File: config.mk
export PLATFORM = sky130hd
export DESIGN_NAME = fifo_read_streamer
export DESIGN_NICKNAME = d
export VERILOG_FILES = /design/src/rtl/fifo_read_streamer.sv
export SDC_FILE = /design/constraint.sdc
export NUM_CORES = 1
export LEC_CHECK = 0
export ABC_CLOCK_PERIOD_IN_PS = 6500
export CAP_MARGIN = 20
export CORE_ASPECT_RATIO = 0.7
export CORE_MARGIN = 8
export CORE_UTILIZATION = 46
export DETAILED_ROUTE_END_ITERATION = 8
export HOLD_SLACK_MARGIN = 0.06
export PLACE_DENSITY = 0.77
export SLEW_MARGIN = 10
export SYNTH_ARGS = -nofsm -noshare
export SYNTH_HDL_FRONTEND = slang
export SYNTH_SLANG_ARGS = --single-unit
export TNS_END_PERCENT = 50
File: constraint.sdc
create_clock -name clk -period 6.5 [get_ports clk]
set_input_delay 0.65 -clock clk [delete_from_list [all_inputs] [get_ports clk]]
set_output_delay 0.65 -clock clk [all_outputs]
set_load 0.02 [all_outputs]
File: src/rtl/fifo_read_streamer.sv
`default_nettype none
// ============================================================================
// Module      : fifo_read_streamer
// Description : Read-side companion to the FIFO memory block. Pops words from
//               the FIFO read port, absorbs the FIFO's 1-cycle registered dout
//               latency, and presents words on a valid/ready stream through a
//               2-entry skid buffer (one word per cycle at full throughput).
//               A hold-off FSM (IDLE/HOLD/DRAIN) batches reads while the FIFO
//               is almost empty.
// Ports       : clk        - clock, all logic on rising edge
//               reset_n    - synchronous active-low reset
//               en         - 0 = issue no new FIFO reads
//               flush      - drain regardless of fifo_ale
//               fifo_empty - FIFO empty flag
//               fifo_ale   - FIFO almost-empty flag
//               fifo_dout  - FIFO read data, valid 1 cycle after a read
//               fifo_read  - FIFO read strobe (combinational)
//               m_valid / m_ready / m_data - downstream stream
//               state_o    - FSM state: 0 IDLE, 1 HOLD, 2 DRAIN
//               rd_count   - delivered-word counter
// Options     : FIFO_RD_STATS_EN - when defined, rd_count counts pops and
//               saturates at 0xFFFF; when undefined rd_count is tied to 0.
// Revision    : 1.0 - initial release
// ============================================================================
module fifo_read_streamer #(
    parameter int DATA_WIDTH  = 8,
    parameter int HOLD_CYCLES = 8,
    parameter int TIMER_W     = 8
) (
    input  logic                  clk,
    input  logic                  reset_n,
    input  logic                  en,
    input  logic                  flush,
    input  logic                  fifo_empty,
    input  logic                  fifo_ale,
    input  logic [DATA_WIDTH-1:0] fifo_dout,
    output logic                  fifo_read,
    output logic                  m_valid,
    input  logic                  m_ready,
    output logic [DATA_WIDTH-1:0] m_data,
    output logic [1:0]            state_o,
    output logic [15:0]           rd_count
);

    localparam logic [1:0] c_ST_IDLE  = 2'd0;
    localparam logic [1:0] c_ST_HOLD  = 2'd1;
    localparam logic [1:0] c_ST_DRAIN = 2'd2;

    // Last timer value spent in HOLD; only meaningful when HOLD is enabled.
    localparam logic [TIMER_W-1:0] c_HOLD_LAST = TIMER_W'(HOLD_CYCLES - 1);
    localparam bit                 c_HOLD_EN   = (HOLD_CYCLES != 0);

    logic [1:0]            r_state;
    logic [1:0]            w_state_nxt;
    logic [TIMER_W-1:0]    r_timer;
    logic [TIMER_W-1:0]    w_timer_nxt;

    logic [1:0]            r_occ;
    logic                  r_inflight;
    logic [DATA_WIDTH-1:0] r_buf0;      // buffer head, drives m_data
    logic [DATA_WIDTH-1:0] r_buf1;

    logic                  w_pop;
    logic                  w_push;
    logic [2:0]            w_level;
    logic                  w_fifo_read;

    assign w_pop  = m_valid && m_ready;
    assign w_push = r_inflight;

    // Words already committed to the buffer once this cycle's pop is taken.
    // A new read is only safe when at most one slot is spoken for, so the
    // returning word always finds a free entry.
    assign w_level = {1'b0, r_occ} + {2'b00, r_inflight} - {2'b00, w_pop};

    // ------------------------------------------------------------------
    // FSM: state register
    // ------------------------------------------------------------------
    always_ff @(posedge clk) begin
        if (!reset_n) begin
            r_state <= c_ST_IDLE;
            r_timer <= '0;
        end else begin
            r_state <= w_state_nxt;
            r_timer <= w_timer_nxt;
        end
    end

    // ------------------------------------------------------------------
    // FSM: next-state logic
    // ------------------------------------------------------------------
    always_comb begin
        w_state_nxt = r_state;
        w_timer_nxt = r_timer;
        case (r_state)
            c_ST_IDLE: begin
                if (!fifo_empty) begin
                    if (flush || !fifo_ale || !c_HOLD_EN) begin
                        w_state_nxt = c_ST_DRAIN;
                    end else begin
                        w_state_nxt = c_ST_HOLD;
                        w_timer_nxt = '0;
                    end
                end
            end
            c_ST_HOLD: begin
                w_timer_nxt = r_timer + 1'b1;
                // Nothing left to batch: fall back rather than drain air.
                if (fifo_empty) begin
                    w_state_nxt = c_ST_IDLE;
                end else if (!fifo_ale || flush || (r_timer == c_HOLD_LAST)) begin
                    w_state_nxt = c_ST_DRAIN;
                end
            end
            c_ST_DRAIN: begin
                if (fifo_empty && !w_fifo_read) begin
                    w_state_nxt = c_ST_IDLE;
                end
            end
            default: begin
                w_state_nxt = c_ST_IDLE;
            end
        endcase
    end

    // ------------------------------------------------------------------
    // FSM: outputs
    // ------------------------------------------------------------------
    always_comb begin
        w_fifo_read = reset_n && en && (r_state == c_ST_DRAIN) &&
                      !fifo_empty && (w_level <= 3'd1);
    end

    assign fifo_read = w_fifo_read;
    assign state_o   = r_state;

    // ------------------------------------------------------------------
    // Read-latency tracker and 2-entry skid buffer
    // ------------------------------------------------------------------
    always_ff @(posedge clk) begin
        if (!reset_n) begin
            r_inflight <= 1'b0;
            r_occ      <= 2'd0;
            r_buf0     <= '0;
            r_buf1     <= '0;
        end else begin
            r_inflight <= w_fifo_read;
            case ({w_push, w_pop})
                2'b10: begin
                    if (r_occ == 2'd0) begin
                        r_buf0 <= fifo_dout;
                    end else begin
                        r_buf1 <= fifo_dout;
                    end
                    r_occ <= r_occ + 2'd1;
                end
                2'b01: begin
                    r_buf0 <= r_buf1;
                    r_occ  <= r_occ - 2'd1;
                end
                2'b11: begin
                    // Occupancy unchanged; the new word lands behind
                    // whatever remains after the head leaves.
                    if (r_occ == 2'd2) begin
                        r_buf0 <= r_buf1;
                        r_buf1 <= fifo_dout;
                    end else begin
                        r_buf0 <= fifo_dout;
                    end
                end
                default: begin
                end
            endcase
        end
    end

    assign m_valid = (r_occ != 2'd0);
    assign m_data  = r_buf0;

    // ------------------------------------------------------------------
    // Delivered-word statistics
    // ------------------------------------------------------------------
`ifdef FIFO_RD_STATS_EN
    logic [15:0] r_rd_count;

    always_ff @(posedge clk) begin
        if (!reset_n) begin
            r_rd_count <= '0;
        end else if (w_pop && (r_rd_count != 16'hFFFF)) begin
            r_rd_count <= r_rd_count + 16'd1;
        end
    end

    assign rd_count = r_rd_count;
`else
    assign rd_count = '0;
`endif

endmodule
`default_nettype wire
==> summary.md, run 1 <==
| Metric | Value |
|---|---|
| Unrepaired setup endpoints after global routing | `no` |
| Post-synthesis cell count | `200` |
| Yosys top cell area share | `0.327` |
| Worst-path fanout max | `27` |
| Post-cts sizing count | `0` |
| Worst path cell trace | `clkdlybuf4s50_1 > o21a_1 > inv_1 > ha_1 > inv_1 > ha_1 > inv_1 > fa_1 > xnor2_1 > nand3_1 > nor2_1 > clkdlybuf4s50_1` |
| Die H | `~68 um` |
| Number of remaining DRC errors | `0` |
| Setup tns final | `0 ns` |
| DRT Pass-1 Iters | `4` |
| CTS hold repair buffers | `0` |
| IO Port Bufs | `26` |
| Commonest cells after routing, fill and taps aside | `dfxtp_1 (29), clkdlybuf4s50_1 (26), conb_1 (16)` |
| Syn_area_per_cell | `around 8.9 um2` |
| Layout area overhead | `15.9%` |
| Clk root buf | `clkbuf_8` |
| Ranking of synthesized cells by area | `dfxtp_1 (33%), buf_4 (7.6%), o311a_1 (4.5%)` |
| Post-synth EDFFs | `0` |
| Sw Pwr | `0.000245 W` |
| Cell Int Power | `a little over 0.0004 W` |
| Clock Path Buffers | `2` |
| Leak | `a little under 0.8 nW` |
| Clock latency on the worst-skew pair | `about 0.28 ns` |
| Comb pwr share | `0.413` |
| Num CTS Buffers | `5` |
| F_max | `224 MHz` |
| Die area | `around 0.0061 mm2` |
| Via density | `5.61` |
| Initial Utilization | `0.466` |
| Tmin final | `4.47 ns` |
| Top_reg_cell synth | `dfxtp_1` |
| WL/cell | `15.2 um` |
| Seq/Total Area, Yosys | `0.327` |
| Register share of total power | `0.358` |
| Switching Share | `0.377` |
| Largest net degree at the start of global routing | `28` |
| Fin. Hold Viols | `0` |
| Dpl hpwl | `3.01 mm` |
| Hold Crit Class | `flip-flop to flip-flop` |
| Final Slew Violations | `0` |
| Die X-Extent | `approximately 90 um` |
| CTS tree | `yes` |
| YS warnings | `0` |
| Iter 0 DRT Violations | `76` |
| CP max stage cell | `clkdlybuf4s50_1` |
| VDD IR max | `0.000169 V` |
| Clock sinks | `29` |
| First-pass GRT wire length | `6.51 mm` |
| Relative slew slack | `0.424` |
| Mapped Area | `~0.0018 mm2` |
| Top cell by count, worst path | `inv_1` |
| Ys async rst share | `0` |
| Commonest non-fill, non-tap cell in the layout | `dfxtp_1` |
| Vias in the first global route | `1333` |
| Gr usage total | `0.130` |
| Post-CTS Setup Inserts | `0` |
| Post-Route WL | `a little over 4 mm` |
| Row cnt | `19` |
| Synth cell types | `~40` |
| MaxCap Viol Count | `0` |
| Worst Skew | `roughly 0.0052 ns` |
| FILL cells | `between 300 and 400` |
| Vias post-DR | `about 1500` |
| Worst EP arrival | `around 3.8 ns` |
| Global route overflow | `0` |
| Share of layout cells above drive strength 1 | `0.0500` |
| Post-route clock period utilization | `0.688` |
| Final Setup Violations | `0` |
| Clock Power Share | `0.229` |
| Status | `finished, final reports clean` |
| Non-Filler Instances | `272` |
| Inst Count DP | `between 200 and 300` |
| Final GP Congestion | `~0.82` |
| Req. time, crit path | `roughly 5.9 ns` |
| Final antenna-violating net count | `0` |
| Tightest Pin Transition | `~0.86 ns` |
| Placeable Area | `between 0.003 and 0.004 mm2` |
| Nets | `240` |
| Setup Slack @ Placement | `~2.0 ns` |
| Pwr/cell area | `about 320 mW/mm2` |
| Area leader, netlist | `dfxtp_1` |
| WS Path Type | `input pin to output pin` |
| I/O pin total | `43` |
| Worst-path clk slew | `about 0.060 ns` |
| Critical Path Source Type | `input pin` |
| Worst setup slack after layout | `roughly 2 ns` |
| CP endpoint kind | `output pin` |
| Initial antenna violation count | `0` |
| Seq cells post-synth | `29` |
| H-tree depth | `2` |
| CP peak stage delay | `a little over 0.6 ns` |
| Antenna fix cells | `0` |
| Power Total | `0.000650 W` |
[sequential cells by signal, summed over array words and instances (netlist names)]
register	flops
r_inflight	1
r_occ	2
m_data	8
r_timer	8
r_buf1	8
state_o	2
[through the flow]
stage | hold WS [ns] | util | instance area, um2
2_1_floorplan | 0.440 | - | 1830
3_3_place_gp | 0.452 | 0.518 | 1970
3_5_place_dp | 0.456 | 0.518 | 1970
4_1_cts | 0.464 | 0.540 | 2060
5_1_grt | 0.485 | 0.540 | 2060
6_report | 0.462 | 0.540 | 2060
[final timing paths]
| check | depth (start not counted) | slack, ns | to | from |
|---|---|---|---|---|
| max reg2reg | 10 | 3.86 | r_inflight$_SDFF_PN0_ | r_occ[0]$_SDFFE_PN0N_ |
| min | 2 | 0.46 | r_buf1[5]$_SDFFE_PN0P_ | r_buf1[5]$_SDFFE_PN0P_ |
| max | 12 | 2.03 | fifo_read | m_ready |
| min reg2reg | 2 | 0.46 | r_buf1[5]$_SDFFE_PN0P_ | r_buf1[5]$_SDFFE_PN0P_ |
[logic make-up after synthesis]
logic type	after synthesis	share of synthesized area
buffers and inverters	37	0.124
XOR/XNOR	3	0.0148
AND/OR/NAND/NOR	62	0.208
adder cells (fa/ha/maj)	5	0.0395
flip-flops	29	0.327
multiplexers	6	0.0339
AO/OA/AOI/OAI	57	0.251
other	1	0.00212
[critical path: cells and delay by family]
family                   cells  cell delay (ns)
buffers and inverters        5             1.39
AO/OA/AOI/OAI                1             0.60
adder cells (fa/ha/maj)      3             0.85
AND/OR/NAND/NOR              2             0.19
XOR/XNOR                     1             0.14
[synthesized netlist by cell type (all sizes together) (6+ instances only)]
cell and number:
nand2 8, o21ai 6, buf 23, nand4 9, a21oi 11, o31ai 8
inv 8, mux2i 6, a21boi 8, nor2b 6, nor2 8, o311a 8
or3 9, and3 9, dfxtp 29
[area by class of cell]
type                    count  area, um2  area share
inverters                   9       33.8      0.0164
well taps                  52       65.1      0.0316
multi-input cells         149       1030       0.501
flip-flops and latches     29        581       0.282
clock buffers               7       86.3      0.0420
repair buffers             26        260       0.127
[power by group through the flow]
stage               clock, W  sequential, W  combinational (W)
CTS                 0.000151       0.000232           0.000268
detailed placement         0       0.000236           0.000267
finish              0.000149       0.000232           0.000268
global placement           0       0.000236           0.000260
global route        0.000160       0.000236           0.000291
floorplan                  0       0.000249           0.000173
[metal layers]
layer / part of all wire / routed length, um / vias to the layer above / track usage
met5: 0 / 0 / - / 0
met4: 0.011 / 46 / 0 / 0.0433
met3: 0.040 / 164 / 5 / 0.0427
met2: 0.45 / 1880 / 31 / 0.204
met1: 0.50 / 2050 / 739 / 0.166
li1: - / - / 751 / -
Note: power is estimated with default switching activity, not from simulation.
==> inputs of run 2 (changes only) <==
--- a/config.mk
+++ b/config.mk
@@ -5,11 +5,11 @@
 export SDC_FILE = /design/constraint.sdc
 export NUM_CORES = 1
 export LEC_CHECK = 0
-export ABC_CLOCK_PERIOD_IN_PS = 6500
+export ABC_CLOCK_PERIOD_IN_PS = 3660
 export CAP_MARGIN = 20
 export CORE_ASPECT_RATIO = 0.7
 export CORE_MARGIN = 8
-export CORE_UTILIZATION = 46
+export CORE_UTILIZATION = 44
 export DETAILED_ROUTE_END_ITERATION = 8
 export HOLD_SLACK_MARGIN = 0.06
 export PLACE_DENSITY = 0.77
==> constraint.sdc (replaced) <==
create_clock -name clk -period 3.66 [get_ports clk]
set_input_delay 0.366 -clock clk [delete_from_list [all_inputs] [get_ports clk]]
set_output_delay 0.366 -clock clk [all_outputs]
set_load 0.02 [all_outputs]
==> run 2 against run 1 <==
Worst hold slack improved by 0.0091 ns. Non-clock buffer count rose by 2. Via count fell by 0.72%. Clock skew fell by 0.0030 ns. Flip-flop and latch count did not move. Clock power rose by 77%. Sequential share of layout area fell by 0.20 points. Sequential power rose by 77%. Cell area rose by 0.73%. Combinational power rose by 79%. Critical path type unchanged. Highest routed layer unchanged.
==> summary.md, run 2 (synthesized netlist as in run 1, its figures left out) <==
| Metric | Value |
|---|---|
| Status | `finished, final reports clean (unchanged)` |
| VDD IR max | `0.000301 V (was 0.000169 V)` |
| Clock Power Share | `0.228 (was 0.229)` |
| Row cnt | `19 (unchanged)` |
| Hold path depth | `2 (unchanged)` |
| GR Layer Usage met2 | `0.178 (was 0.204)` |
| Final Slew Violations | `0 (unchanged)` |
| DRT Pass-1 Iters | `4 (unchanged)` |
| Sw Pwr | `0.000430 W (was 0.000245 W)` |
| Unrepaired setup endpoints after global routing | `no (unchanged)` |
| Relative slew slack | `0.537 (was 0.424)` |
| Worst reg-to-reg setup slack | `1.55 ns (was 3.86 ns)` |
| Fin. Hold Viols | `0 (unchanged)` |
| Dpl hpwl | `2.93 mm (was 3.01 mm)` |
| CTS tree | `yes (unchanged)` |
| Layout area overhead | `16.8% (was 15.9%)` |
| FILL cells | `363 (was 369)` |
| CTS hold repair buffers | `0 (unchanged)` |
| Nets | `242 (was 240)` |
| Worst Skew | `0.00218 ns (was 0.00522 ns)` |
| Clock sinks | `29 (unchanged)` |
| Pwr/cell area | `557 mW/mm2 (was 316 mW/mm2)` |
| Global route overflow | `0 (unchanged)` |
| Die X-Extent | `91.9 um (was 90.2 um)` |
| Final hold slack | `0.471 ns (was 0.462 ns)` |
| WL/cell | `14.6 um (was 15.2 um)` |
| Worst-path clk slew | `0.06 ns (about the same)` |
| Commonest cells after routing, fill and taps aside | `dfxtp_1 (29), clkdlybuf4s50_1 (26), conb_1 (16) (unchanged)` |
| Clock Path Buffers | `2 (unchanged)` |
| Min-delay src | `r_buf1[1]$_SDFFE_PN0P_ (was r_buf1[5]$_SDFFE_PN0P_)` |
| H-tree depth | `2 (unchanged)` |
| F_max | `296 MHz` |
| Vias in the first global route | `1416 (was 1333)` |
| Worst Reg2Reg Path Length in Cells | `10 (unchanged)` |
| Worst-path fanout max | `5 (was 27)` |
| Placeable Area | `0.00390 mm2 (was 0.00380 mm2)` |
| Switching Share | `0.373 (was 0.377)` |
| Post-CTS Setup Inserts | `0 (unchanged)` |
| Final Setup Violations | `0 (unchanged)` |
| Vias post-DR | `1515 (was 1526)` |
| Worst EP arrival | `3.01 ns (was 3.82 ns)` |
| Critical Path Source Type | `input pin (unchanged)` |
| Layer with the highest usage | `met2 (unchanged)` |
| Register share of total power | `0.355 (was 0.358)` |
| Final antenna-violating net count | `0 (unchanged)` |
| Hold Crit Class | `flip-flop to flip-flop (unchanged)` |
| Met3 Use GR | `0.0281 (was 0.0427)` |
| Gr usage total | `0.124 (was 0.130)` |
| Num CTS Buffers | `5 (unchanged)` |
| Cell Int Power | `0.000724 W (was 0.000404 W)` |
| Leak | `0.787 nW (was 0.777 nW)` |
| I/O pin total | `43 (unchanged)` |
| M1 GR Usage | `0.170 (was 0.166)` |
| IO Port Bufs | `26 (unchanged)` |
| Post-route clock period utilization | `0.923` |
| Endpoint, Worst Hold | `r_buf1[1]$_SDFFE_PN0P_ (was r_buf1[5]$_SDFFE_PN0P_)` |
| CP endpoint kind | `output pin (unchanged)` |
| Setup tns final | `0 ns (unchanged)` |
| Req. time, crit path | `3.29 ns (was 5.85 ns)` |
| Iter 0 DRT Violations | `109 (was 76)` |
| Comb pwr share | `0.417 (was 0.413)` |
| Post-Route WL | `4.00 mm (was 4.13 mm)` |
| Number of remaining DRC errors | `0 (unchanged)` |
| Via density | `5.53 (was 5.61)` |
| Initial Utilization | `0.455 (was 0.466)` |
| Post-cts sizing count | `0 (unchanged)` |
| Commonest non-fill, non-tap cell in the layout | `dfxtp_1 (unchanged)` |
| First-pass GRT wire length | `6.73 mm (was 6.51 mm)` |
| Initial antenna violation count | `0 (unchanged)` |
| Antenna fix cells | `0 (unchanged)` |
| Final GP Congestion | `0.813 (was 0.824)` |
| Tightest Pin Transition | `0.693 ns (was 0.862 ns)` |
| Share of layout cells above drive strength 1 | `0.0586 (was 0.0500)` |
| MaxCap Viol Count | `0 (unchanged)` |
| Largest net degree at the start of global routing | `27 (was 28)` |
| Clock latency on the worst-skew pair | `0.27 ns (was 0.28 ns)` |
| WS Path Type | `input pin to output pin (unchanged)` |
| Tmin final | `3.38 ns` |
| Die H | `69.1 um (was 67.9 um)` |
| Worst r2r src | `r_occ[0]$_SDFFE_PN0N_ (unchanged)` |
| Worst R2R End | `r_inflight$_SDFF_PN0_ (unchanged)` |
| Die area | `0.00635 mm2 (was 0.00613 mm2)` |
| Clk root buf | `clkbuf_8 (unchanged)` |
## run 2: cell count changes in the layout (fill, tap and decap cells not counted), sizes merged
cell  previous run  this run
buf              0         2
## run 2: metrics by stage
step                      power [W]   util  instances  area, um2  setup slack [ns]
after global routing        0.00123  0.531        274       2070            0.0870
after global placement     0.000892  0.509        267       1980             0.311
after CTS                   0.00116  0.531        274       2070             0.277
after detailed placement   0.000897  0.509        267       1980             0.273
final                       0.00115  0.531        274       2070             0.281
after floorplan            0.000748      -        215       1830             0.918
## run 2: area by class of cell
cell class,count,area [um2],area share
clock buffers,7,86.3,0.0417
inverters,9,33.8,0.0163
multi-input cells,149,1030,0.497
flip-flops and latches,29,581,0.280
well taps,52,65.1,0.0314
repair buffers,28,275,0.133
## run 2: critical path, cell delays in order
cell and delay, ns:
clkdlybuf4s50_1 0.54, o21a_1 0.16, inv_1 0.04, ha_1 0.32, inv_1 0.08, ha_1 0.13, inv_1 0.05, fa_1 0.37
xnor2_1 0.14, nand3_1 0.11, nor2_1 0.09, clkdlybuf4s50_1 0.62
## run 2: power groups by stage
stage | Sequential (W) | Combinational [W] | Clock [W]
2_1_floorplan | 0.000442 | 0.000307 | 0
3_3_place_gp | 0.000417 | 0.000475 | 0
3_5_place_dp | 0.000418 | 0.000479 | 0
4_1_cts | 0.000411 | 0.000481 | 0.000270
5_1_grt | 0.000420 | 0.000525 | 0.000281
6_report | 0.000410 | 0.000481 | 0.000263
## run 2: how the worst max path moves through the flow
stage	slack, ns	end	from
final	0.28	fifo_read	m_ready
after CTS	0.28	fifo_read	m_ready
after global placement	0.31	fifo_read	m_ready
after detailed placement	0.27	fifo_read	m_ready
after floorplan	0.92	fifo_read	r_occ[0]$_SDFFE_PN0N_
after global routing	0.09	fifo_read	m_ready
## run 2: metal layers
| metal | part of all wire | vias up |
|---|---|---|
| met4 | 0.015 | 0 |
| met5 | 0 | - |
| li1 | - | 750 |
| met2 | 0.44 | 53 |
| met1 | 0.47 | 706 |
| met3 | 0.069 | 6 |
